===== src/rtl/iiq_wakeup_select_pkg.sv =====
// Shared types and defaults for the integer issue-queue scheduler.
// Entry layout is common to the queue storage and its wakeup logic.
package iiq_wakeup_select_pkg;

    localparam int unsigned IIQ_DEPTH = 8;
    localparam int unsigned TAG_WIDTH = 6;
    localparam int unsigned N_WAKEUP  = 2;

    typedef struct packed {
        logic                 valid;
        logic [TAG_WIDTH-1:0] src1_tag;
        logic                 src1_rdy;
        logic [TAG_WIDTH-1:0] src2_tag;
        logic                 src2_rdy;
        logic                 dst_valid;
        logic [TAG_WIDTH-1:0] dst_tag;
    } iiq_sched_entry_t;

endpackage


===== src/rtl/iiq_oldest_ready_picker.sv =====
// Priority encoder: lowest set ready bit is the oldest ready entry.
module iiq_oldest_ready_picker #(
    parameter  int unsigned N  = 8,
    localparam int unsigned SW = $clog2(N)
) (
    input  logic [N-1:0]  ready_i,
    output logic          valid_o,
    output logic [SW-1:0] slot_o
);

    always_comb begin
        valid_o = |ready_i;
        slot_o  = '0;
        for (int i = int'(N) - 1; i >= 0; i--) begin
            if (ready_i[i]) slot_o = SW'(i);
        end
    end

endmodule


===== src/rtl/iiq_wakeup_select.sv =====
// Collapsing integer issue queue with tag wakeup and oldest-ready select.
// Issued destinations wake dependents in the same edge (back-to-back issue).
module iiq_wakeup_select #(
    parameter  int unsigned IIQ_DEPTH = iiq_wakeup_select_pkg::IIQ_DEPTH,
    parameter  int unsigned TAG_WIDTH = iiq_wakeup_select_pkg::TAG_WIDTH,
    parameter  int unsigned N_WAKEUP  = iiq_wakeup_select_pkg::N_WAKEUP,
    localparam int unsigned SW        = $clog2(IIQ_DEPTH),
    localparam int unsigned OW        = $clog2(IIQ_DEPTH + 1)
) (
    input  logic                          clk,
    input  logic                          rst_aL,
    input  logic                          flush,
    input  logic                          alloc_valid,
    output logic                          alloc_ready,
    input  logic [TAG_WIDTH-1:0]          alloc_src1_tag,
    input  logic                          alloc_src1_rdy,
    input  logic [TAG_WIDTH-1:0]          alloc_src2_tag,
    input  logic                          alloc_src2_rdy,
    input  logic                          alloc_dst_valid,
    input  logic [TAG_WIDTH-1:0]          alloc_dst_tag,
    input  logic [N_WAKEUP-1:0]           wakeup_valid,
    input  logic [N_WAKEUP*TAG_WIDTH-1:0] wakeup_tag,
    output logic                          issue_valid,
    input  logic                          issue_ready,
    output logic [SW-1:0]                 issue_slot,
    output logic                          issue_dst_valid,
    output logic [TAG_WIDTH-1:0]          issue_dst_tag,
    output logic [OW-1:0]                 occupancy
);

    import iiq_wakeup_select_pkg::iiq_sched_entry_t;

    localparam int unsigned NB = N_WAKEUP + 1;

    iiq_sched_entry_t     entries_q [IIQ_DEPTH];
    iiq_sched_entry_t     entries_d [IIQ_DEPTH];
    iiq_sched_entry_t     woken     [IIQ_DEPTH];
    iiq_sched_entry_t     alloc_e;
    logic [OW-1:0]        occ_q, occ_d;
    logic [OW-1:0]        wr_idx;
    logic [IIQ_DEPTH-1:0] rdy_vec;
    logic [SW-1:0]        sel;
    logic                 sel_valid;
    logic                 issue_fire;
    logic                 alloc_fire;
    logic                 bc_valid  [NB];
    logic [TAG_WIDTH-1:0] bc_tag    [NB];
    logic [IIQ_DEPTH:0]   hit1, hit2;

    always_comb begin
        for (int k = 0; k < int'(IIQ_DEPTH); k++) begin
            rdy_vec[k] = entries_q[k].valid & entries_q[k].src1_rdy
                       & entries_q[k].src2_rdy;
        end
    end

    iiq_oldest_ready_picker #(
        .N(IIQ_DEPTH)
    ) u_picker (
        .ready_i(rdy_vec),
        .valid_o(sel_valid),
        .slot_o (sel)
    );

    always_comb begin
        issue_valid     = sel_valid;
        issue_slot      = '0;
        issue_dst_valid = 1'b0;
        issue_dst_tag   = '0;
        if (sel_valid) begin
            issue_slot      = sel;
            issue_dst_valid = entries_q[sel].dst_valid;
            issue_dst_tag   = entries_q[sel].dst_tag;
        end
    end

    assign occupancy   = occ_q;
    assign alloc_ready = (occ_q < OW'(IIQ_DEPTH));
    assign issue_fire  = issue_valid & issue_ready;
    assign alloc_fire  = alloc_valid & alloc_ready;

    // Last broadcast lane is the self-wakeup from the issuing entry.
    always_comb begin
        for (int b = 0; b < int'(N_WAKEUP); b++) begin
            bc_valid[b] = wakeup_valid[b];
            bc_tag[b]   = wakeup_tag[b*TAG_WIDTH +: TAG_WIDTH];
        end
        bc_valid[N_WAKEUP] = issue_fire & issue_dst_valid;
        bc_tag[N_WAKEUP]   = issue_dst_tag;
    end

    for (genvar k = 0; k <= IIQ_DEPTH; k++) begin : g_cam
        logic [TAG_WIDTH-1:0] t1, t2;
        logic                 h1, h2;
        if (k < IIQ_DEPTH) begin : g_slot
            assign t1 = entries_q[k].src1_tag;
            assign t2 = entries_q[k].src2_tag;
        end else begin : g_alloc
            assign t1 = alloc_src1_tag;
            assign t2 = alloc_src2_tag;
        end
        always_comb begin
            h1 = 1'b0;
            h2 = 1'b0;
            for (int b = 0; b < int'(NB); b++) begin
                h1 = h1 | (bc_valid[b] && (bc_tag[b] == t1));
                h2 = h2 | (bc_valid[b] && (bc_tag[b] == t2));
            end
        end
        assign hit1[k] = h1;
        assign hit2[k] = h2;
    end

    always_comb begin
        for (int k = 0; k < int'(IIQ_DEPTH); k++) begin
            woken[k]          = entries_q[k];
            woken[k].src1_rdy = entries_q[k].src1_rdy | hit1[k];
            woken[k].src2_rdy = entries_q[k].src2_rdy | hit2[k];
        end
        alloc_e.valid     = 1'b1;
        alloc_e.src1_tag  = alloc_src1_tag;
        alloc_e.src1_rdy  = alloc_src1_rdy | hit1[IIQ_DEPTH];
        alloc_e.src2_tag  = alloc_src2_tag;
        alloc_e.src2_rdy  = alloc_src2_rdy | hit2[IIQ_DEPTH];
        alloc_e.dst_valid = alloc_dst_valid;
        alloc_e.dst_tag   = alloc_dst_tag;
    end

    // Compact above the issued slot, then write the new tail.
    always_comb begin
        wr_idx = occ_q - OW'(issue_fire);
        for (int k = 0; k < int'(IIQ_DEPTH); k++) begin
            entries_d[k] = woken[k];
            if (issue_fire && k >= int'(sel)) begin
                if (k < int'(IIQ_DEPTH) - 1) entries_d[k] = woken[SW'(k + 1)];
                else                         entries_d[k] = '0;
            end
            if (alloc_fire && OW'(k) == wr_idx) entries_d[k] = alloc_e;
        end
        occ_d = occ_q + OW'(alloc_fire) - OW'(issue_fire);
        if (flush) begin
            for (int k = 0; k < int'(IIQ_DEPTH); k++) entries_d[k] = '0;
            occ_d = '0;
        end
    end

    always_ff @(posedge clk or negedge rst_aL) begin
        if (!rst_aL) begin
            for (int k = 0; k < int'(IIQ_DEPTH); k++) entries_q[k] <= '0;
            occ_q <= '0;
        end else begin
            entries_q <= entries_d;
            occ_q     <= occ_d;
        end
    end

endmodule


===== config.mk =====
export PLATFORM = sky130hd
export DESIGN_NAME = iiq_wakeup_select
export DESIGN_NICKNAME = d
export VERILOG_FILES = /design/src/rtl/iiq_wakeup_select_pkg.sv /design/src/rtl/iiq_oldest_ready_picker.sv /design/src/rtl/iiq_wakeup_select.sv
export SDC_FILE = /design/constraint.sdc
export NUM_CORES = 1
export LEC_CHECK = 0
export ABC_AREA = 0
export BUFFER_PORTS_ARGS = -buffer_cell sky130_fd_sc_hd__buf_2
export CELL_PAD_IN_SITES_DETAIL_PLACEMENT = 0
export CELL_PAD_IN_SITES_GLOBAL_PLACEMENT = 2
export CORE_AREA = 2 2 184 186
export CTS_CLUSTER_DIAMETER = 120
export DETAILED_ROUTE_END_ITERATION = 8
export DIE_AREA = 0 0 186 188
export PLACE_DENSITY_LB_ADDON = 0.1
export SYNTH_ARGS = -nofsm -noshare
export SYNTH_HDL_FRONTEND = slang
export SYNTH_SLANG_ARGS = --single-unit
export TNS_END_PERCENT = 30

===== constraint.sdc =====
create_clock -name clk -period 4.4 [get_ports clk]
set_input_delay 0.88 -clock clk [delete_from_list [all_inputs] [get_ports clk]]
set_output_delay 0.88 -clock clk [all_outputs]
set_load 0.1 [all_outputs]

== Word-level counts from Yosys, hierarchy flattened ==
Index checks and enable logic that the tools add are counted.

* Register bits: 180
* Input bits: 40
* Output and inout bits: 16
* Logic and storage cells: 315

* $add $sub $neg: 3
* $lt $le $gt $ge: 9
* Eq/ne operators: 61
* Multiplexer cells: 32
* Bitwise operators: 74
* Reductions and logical operators: 79

{| class="wikitable"
|+ Operators with widths
! operator !! number
|-
| 6-bit equality test || 54
|-
| 22-bit two-way mux || 12
|-
| 176-bit two-way mux || 1
|-
| 1-bit logical AND || 69
|-
| 22-bit binary-select mux with 3-bit select || 1
|-
| 15-bit two-way mux || 4
|-
| 1-bit OR || 54
|-
| 3-bit two-way mux || 9
|-
| 3-bit nonzero test || 8
|-
| 1-bit bitwise AND || 19
|-
| 3-bit by 4-bit equality test with 1-bit output (first input constant) || 4
|-
| 7-bit two-way mux || 2
|-
| 3-bit >= comparator (first input constant) || 3
|-
| 2-bit by 4-bit equality test with 1-bit output (first input constant) || 2
|-
| 8-bit OR reduction || 1
|-
| 4-bit by 1-bit subtractor with 4-bit output || 2
|-
| 1-bit by 3-bit >= comparator with 1-bit output (first input constant) || 2
|-
| 2-bit by 3-bit >= comparator with 1-bit output (first input constant) || 2
|-
| 6-bit two-way mux || 1
|-
| 4-bit by 1-bit adder with 4-bit output || 1
|-
| 1-bit by 4-bit equality test with 1-bit output (first input constant) || 1
|-
| 4-bit >= comparator (second input constant) || 1
|-
| 4-bit logical NOT || 1
|-
| 4-bit < comparator (second input constant) || 1
|-
| 3 further kinds || 3
|}

== Depth between registers and ports, before layout ==
* Depth after elaboration: 22
* Gate-level depth with buffers: 16
* Mapped depth without buffers: 14

== Hierarchy ==
Synthesis repeated with hierarchy kept, for this count alone.

* Cells, all modules: 1,324
* Area total of the unflattened synthesis: 12,485.7 um^2

{| class="wikitable"
|+ By module, submodules not included
! module !! instances !! cells an instance !! area each (um^2) !! seq. area each (um^2)
|-
| iiq_wakeup_select || 1 || 1,311 || 12,404.4 || 4,504.3
|-
| iiq_oldest_ready_picker || 1 || 13 || 81.3 || 0.0
|}

== Worst setup path after synthesis ==
No wires, ideal clock.

* Kind: register to output
* Start point: register entries_q[7] in the netlist's numbering
* End point: output issue_dst_tag[1]
* Arrival time: 3.669 ns
* Data required time: 3.520 ns
* Slack: -0.149 ns
* Cell stages (with the launch flop): 10
* Buffers on the path: 3
* Path through: dfrtp_1 and3_1 buf_6 a21oi_2 o211a_1 buf_6 inv_2 clkbuf_1 o21a_1 nor2_1

* Word-level cells in the longest chain between the ends: 14
* Elaborated cells between the ends (all ways): 15
* Those cells by class: mux: 12; bitwise: 2; reduce/logical: 1

{| class="wikitable"
|+ RTL lines
! item !! line !! source
|-
| start, declared || iiq_wakeup_select.sv:35 || <nowiki>iiq_sched_entry_t entries_q [IIQ_DEPTH];</nowiki>
|-
| start signal, assigned || iiq_wakeup_select.sv:152 || <nowiki>entries_q <= entries_d;</nowiki>
|-
| 1-bit bitwise AND (*) || iiq_wakeup_select.sv:53 || <nowiki>& entries_q[k].src2_rdy;</nowiki>
|-
| 3-bit two-way mux (8 in series) || iiq_oldest_ready_picker.sv:15 || <nowiki>if (ready_i[i]) slot_o = SW'(i);</nowiki>
|-
| 3-bit NOT with 4-bit output (implied by the code) || iiq_wakeup_select.sv:73 || <nowiki>issue_dst_tag = entries_q[sel].dst_tag;</nowiki>
|-
| 22-bit binary-select mux with 3-bit select || iiq_wakeup_select.sv:73 ||
|-
| 7-bit two-way mux (implied by the code) (2 in series) || iiq_wakeup_select.sv:73 ||
|-
| 6-bit two-way mux (*) || iiq_wakeup_select.sv:70 || <nowiki>if (sel_valid) begin</nowiki>
|-
| end, declared || iiq_wakeup_select.sv:27 || <nowiki>output logic [TAG_WIDTH-1:0] issue_dst_tag,</nowiki>
|}

Mark *: on every way between the ends. The rest lies on a longest branch, timed or not. The select of a mux whose other input is x is not followed.

== Worst setup path after layout ==
* Start point: register entries_q[58] in the netlist's numbering
* End point: output issue_dst_tag[0]

* Word-level cells in the longest chain between the ends: 13
* Elaborated cells between the ends (all ways): 14
* Those cells by class: mux: 10; bitwise: 3; reduce/logical: 1

{| class="wikitable"
|+ RTL lines
! item !! line !! source
|-
| 1-bit bitwise AND (*) || iiq_wakeup_select.sv:52 || <nowiki>rdy_vec[k] = entries_q[k].valid & entries_q[k].src1_rdy</nowiki>
|-
| 1-bit bitwise AND (*) || iiq_wakeup_select.sv:53 ||
|-
| 3-bit two-way mux (6 in series) || iiq_oldest_ready_picker.sv:15 ||
|-
| 3-bit NOT with 4-bit output (implied by the code) || iiq_wakeup_select.sv:73 ||
|-
| 22-bit binary-select mux with 3-bit select || iiq_wakeup_select.sv:73 ||
|-
| 7-bit two-way mux (implied by the code) (2 in series) || iiq_wakeup_select.sv:73 ||
|-
| 6-bit two-way mux (*) || iiq_wakeup_select.sv:70 ||
|}

Marked as above.

==> flow_summary_export.csv <==
group,metric,value,unit
outcome,status,"finished clean",
yosys,async_reset_ff_share,100,%
yosys,yosys.area.top_type_share,34.7,%
setup_path,critical_path.startpoint_type,"flop",
clock_network,tritoncts.num_buffers,17,
clock_network,clk_path_buf_depth,2,
setup_path,crit_fanout,11,
sta,final_min_period_over_clock_period,97.5,%
setup_path,cell_breakdown_of_the_critical_path,"and3_1 -> a21oi_2 -> o211a_1 -> inv_2 -> buf_4 -> o2111ai_1 -> nand2_1 -> buf_12",
power_and_ir_drop,ir_drop,0.271,mV
detailed_routing,wl_per_cell,28.4,µm
power_and_ir_drop,p_leak,6.23,nW
setup_path,r2r-start,"entries_q[58]$_DFF_PN0_",
detailed_routing,drt_pass1_iterations,5,
sta,rsz0062_at_grt,"false",
sta,final.hold.worst_slack,0.491,ns
detailed_routing,route.final.wire_length,53000,µm
sta,total_negative_slack,0,ns
yosys,synth_area_per_cell,9.00,µm²
cells_and_area,final_area,0.0142,mm²
floorplan,die-width,186,µm
floorplan,design.die.area,0.0350,mm²
sta,hold_viol,0,
setup_path,worstSetupEndpointType,"primary output",
global_routing,largest_net_degree_at_the_start_of_global_routing,94,
cells_and_area,fillerInstances,3308,
yosys,yosys.area.top_type,"sky130_fd_sc_hd__dfrtp_1",
detailed_routing,drc,0,
yosys,postSynthRegisterBits,180,
setup_path,timing.critical_path.slowest_cell_delay,0.50,ns
clock_network,tritoncts,"built",
cells_and_area,ff_latch_area,0.00450,mm²
cells_and_area,drive_above_1_share,11.6,%
clock_network,tritoncts_num_sinks,180,
setup_path,crit_path_top_delay_cell,"sky130_fd_sc_hd__nand2_1",
sta,finalWorstSetupSlack,0.108,ns
floorplan,coreArea,0.0331,mm²
sta,worstMarginPinSlew,1.08,ns
clock_network,worstSkewPairLatency,0.47,ns
yosys,post_synth_instance_area,0.0130,mm²
yosys,synth_cell_type_count,80,
floorplan,io_pins,56,
clock_network,postCtsSetupRepairBufs,0,
global_routing,wire_length_of_the_first_global_routing_pass,78300,µm
detailed_routing,initial_detailed_routing_violation_count,1284,
power_and_ir_drop,pd_cells,338,mW/mm²
detailed_routing,avgViaCountPerCell,6.25,
sta,finalCriticalPeriod,4.29,ns
yosys,yosys_warnings,0,
floorplan,floorplan.initialDensity,39.1,%
setup_path,worstPathRequired,3.52,ns
cells_and_area,area_of_the_multi_input_gates,0.00780,mm²
yosys,cells_taking_the_most_area_after_synthesis,"sky130_fd_sc_hd__dfrtp_1 (35%), sky130_fd_sc_hd__xor2_1 (11%), sky130_fd_sc_hd__xnor2_1 (9.0%)",
clock_network,clock-root-buffer,"sky130_fd_sc_hd__clkbuf_16",
placement,detailed_place.area,0.0136,mm²
yosys,ys_seq_area_share,34.7,%
global_routing,grt_use_total,30.9,%
cells_and_area,insertedDiodeCount,0,
setup_path,timing.rr.end,"entries_q[124]$_DFF_PN0_",
yosys,syn_inst,1441,
floorplan,chipHeight,188,µm
placement,placement.setup.worst_slack,0.371,ns
global_routing,vias_in_the_first_global_route,11046,
run,max_cap_viol_count,0,
sta,setup_violations,0,
global_routing,gr-total-overflow,0,
detailed_routing,route.antenna.remaining_nets,0,
yosys,synth-edff-count,0,
placement,placed_insts,1834,
worst_hold_path,timing.hold.worst.class,"primary input to async pin",
detailed_routing,route.vias.total,11663,
clock_network,cts-htree-levels,4,
sta,timing_max_transition_violations_final,0,
clock_network,path_clk_slew,0.07,ns
yosys,synth-main-ff-cell,"sky130_fd_sc_hd__dfrtp_1",
placement,numPortBuffers,55,
floorplan,fp-row-count,67,
cells_and_area,finalNetCount,1453,
cells_and_area,final-instance-count-excl-fill,1866,
global_routing,grt_antenna_before_repair,0,
sta,clock_skew,0.0124,ns
setup_path,r2r_slack,0.27,ns
placement,detailed_place_hpwl,35900,µm
placement,gpl.final_weighted_congestion,0.928,
setup_path,worst_endpoint_data_arrival_time,3.41,ns
setup_path,crit_path_class,"flop to primary output",
sta,slew_headroom,28.2,%
cells_and_area,syn_to_final_growth,9.77,%
sta,fmaxAchievable,0.233,GHz
yosys,synthesis.nets,1489,
setup_path,ff2ff_path_depth,11,
[logic make-up (layout without fill, tap and decap cells)]
logic type	count (synthesis)	in the layout	share of synthesized area (%)
flops	180	180	34.7
simple gates	416	416	16.5
compound gates	339	339	20.5
mux	20	20	1.54
xor+xnor	301	301	20.3
buf+inv	177	154	5.52
fa+ha+maj	8	8	0.830
[placed cells by master, fill, tap and decap left out, types with 6 or more instances in the layout]
master / count
sky130_fd_sc_hd__dfrtp_1: 180
sky130_fd_sc_hd__xor2_1: 168
sky130_fd_sc_hd__xnor2_1: 133
sky130_fd_sc_hd__nor2_1: 87
sky130_fd_sc_hd__a22o_1: 83
sky130_fd_sc_hd__nand2_1: 81
sky130_fd_sc_hd__nand3_1: 55
sky130_fd_sc_hd__nand4_1: 51
sky130_fd_sc_hd__buf_2: 48
sky130_fd_sc_hd__buf_4: 48
sky130_fd_sc_hd__nor4_1: 46
sky130_fd_sc_hd__o21ai_0: 42
sky130_fd_sc_hd__a311oi_1: 42
sky130_fd_sc_hd__a21oi_1: 31
sky130_fd_sc_hd__a211oi_1: 27
sky130_fd_sc_hd__or3_1: 21
sky130_fd_sc_hd__mux2i_1: 20
sky130_fd_sc_hd__inv_1: 17
sky130_fd_sc_hd__clkbuf_16: 17
sky130_fd_sc_hd__nor3_1: 15
sky130_fd_sc_hd__o2111ai_1: 11
sky130_fd_sc_hd__and3_1: 10
sky130_fd_sc_hd__o22ai_1: 10
sky130_fd_sc_hd__o41ai_1: 8
sky130_fd_sc_hd__o31ai_1: 8
sky130_fd_sc_hd__nor2b_1: 7
sky130_fd_sc_hd__ha_1: 7
sky130_fd_sc_hd__nand2b_1: 6
sky130_fd_sc_hd__and2_1: 6
sky130_fd_sc_hd__a31oi_1: 6
sky130_fd_sc_hd__buf_12: 6
[flip-flops by register name, summed over array words and instances, names as in the netlist]
| name | flops |
|---|---|
| entries_q | 80 |
| occupancy | 4 |
| g_cam.t1 | 48 |
| g_cam.t2 | 48 |
[synthesized netlist by cell type, types with 5 or more instances]
cell	number
sky130_fd_sc_hd__mux2i_1	20
sky130_fd_sc_hd__nand2_1	81
sky130_fd_sc_hd__clkbuf_1	108
sky130_fd_sc_hd__nand4_1	51
sky130_fd_sc_hd__a21o_1	5
sky130_fd_sc_hd__o32ai_1	5
sky130_fd_sc_hd__a22o_1	83
sky130_fd_sc_hd__nand3_1	55
sky130_fd_sc_hd__nor2_1	88
sky130_fd_sc_hd__o2111a_1	5
sky130_fd_sc_hd__a41oi_1	5
sky130_fd_sc_hd__and3_1	10
sky130_fd_sc_hd__a31oi_1	6
sky130_fd_sc_hd__inv_1	17
sky130_fd_sc_hd__o41ai_1	8
sky130_fd_sc_hd__clkbuf_2	7
sky130_fd_sc_hd__a311oi_1	42
sky130_fd_sc_hd__or3_1	21
sky130_fd_sc_hd__buf_2	7
sky130_fd_sc_hd__xor2_1	168
sky130_fd_sc_hd__dfrtp_1	180
sky130_fd_sc_hd__buf_1	32
sky130_fd_sc_hd__xnor2_1	133
sky130_fd_sc_hd__and2_1	6
sky130_fd_sc_hd__o2111ai_1	11
sky130_fd_sc_hd__a211oi_1	27
sky130_fd_sc_hd__o21ai_0	42
sky130_fd_sc_hd__o31ai_1	8
sky130_fd_sc_hd__ha_1	7
sky130_fd_sc_hd__nor2b_1	7
sky130_fd_sc_hd__o22ai_1	10
sky130_fd_sc_hd__nand2b_1	6
sky130_fd_sc_hd__nor4_1	48
sky130_fd_sc_hd__a21oi_1	31
sky130_fd_sc_hd__or2_2	6
sky130_fd_sc_hd__nor3_1	18
[worst max-delay path, delay by kind of cell (launching register included)]
family                 cells  cell delay, ns
buffers and inverters      3            0.80
AND/OR/NAND/NOR            2            0.98
flip-flops                 1            0.43
AO/OA/AOI/OAI              3            0.74
[metrics by stage]
step / power, mW / utilization (%)
global route: 5.04 / 43.0
CTS: 4.81 / 43.0
detailed placement: 3.27 / 41.2
global placement: 3.26 / 41.2
floorplan: 2.86 / -
finish: 4.81 / 43.0
[routing by layer]
metal / up-vias / wire (µm) / GRT usage [%] / share of wire (%)
met2: 523 / 22400 / 44.3 / 42
met5: - / 0 / 0 / 0
li1: 5199 / - / - / -
met3: 76 / 3950 / 5.40 / 7.5
met4: 0 / 1550 / 10.2 / 2.9
met1: 5865 / 25000 / 46.6 / 47
[cell type report]
cell class | instances | share of cell area, %
multi-input combinational | 1084 | 54.8
sequential | 180 | 31.7
timing repair buffer | 104 | 5.21
tap | 448 | 3.94
clock buffer | 18 | 3.09
clock inverter | 14 | 0.844
inverter | 18 | 0.475
[worst max path at each step]
| stage | slack, ns | cells past startpoint | from | endpoint |
|---|---|---|---|---|
| 3_3_place_gp | 0.31 | 6 | entries_q[80]$_DFF_PN0_ | issue_dst_tag[2] |
| 5_1_grt | 0.04 | 7 | entries_q[29]$_DFF_PN0_ | issue_dst_tag[2] |
| 4_1_cts | 0.07 | 8 | entries_q[29]$_DFF_PN0_ | issue_dst_tag[4] |
| 3_5_place_dp | 0.37 | 10 | entries_q[58]$_DFF_PN0_ | entries_q[124]$_DFF_PN0_ |
| 6_report | 0.11 | 8 | entries_q[58]$_DFF_PN0_ | issue_dst_tag[0] |
| 2_1_floorplan | 0.02 | 13 | entries_q[7]$_DFF_PN0_ | entries_q[124]$_DFF_PN0_ |
[power breakdown]
part | total [mW] | internal (mW) | switching (mW)
Clock | 1.55 | 0.760 | 0.787
Combinational | 1.22 | 0.453 | 0.769
Sequential | 2.04 | 1.80 | 0.247
[timing repair]
action / CTS / global route
endpoints found under the setup margin: 2 / 2
gates resized for setup: 4 / 2
pin swaps: 0 / 0
hold buffers: 0 / 0
No activity file was read; power rests on OpenSTA's default activity.
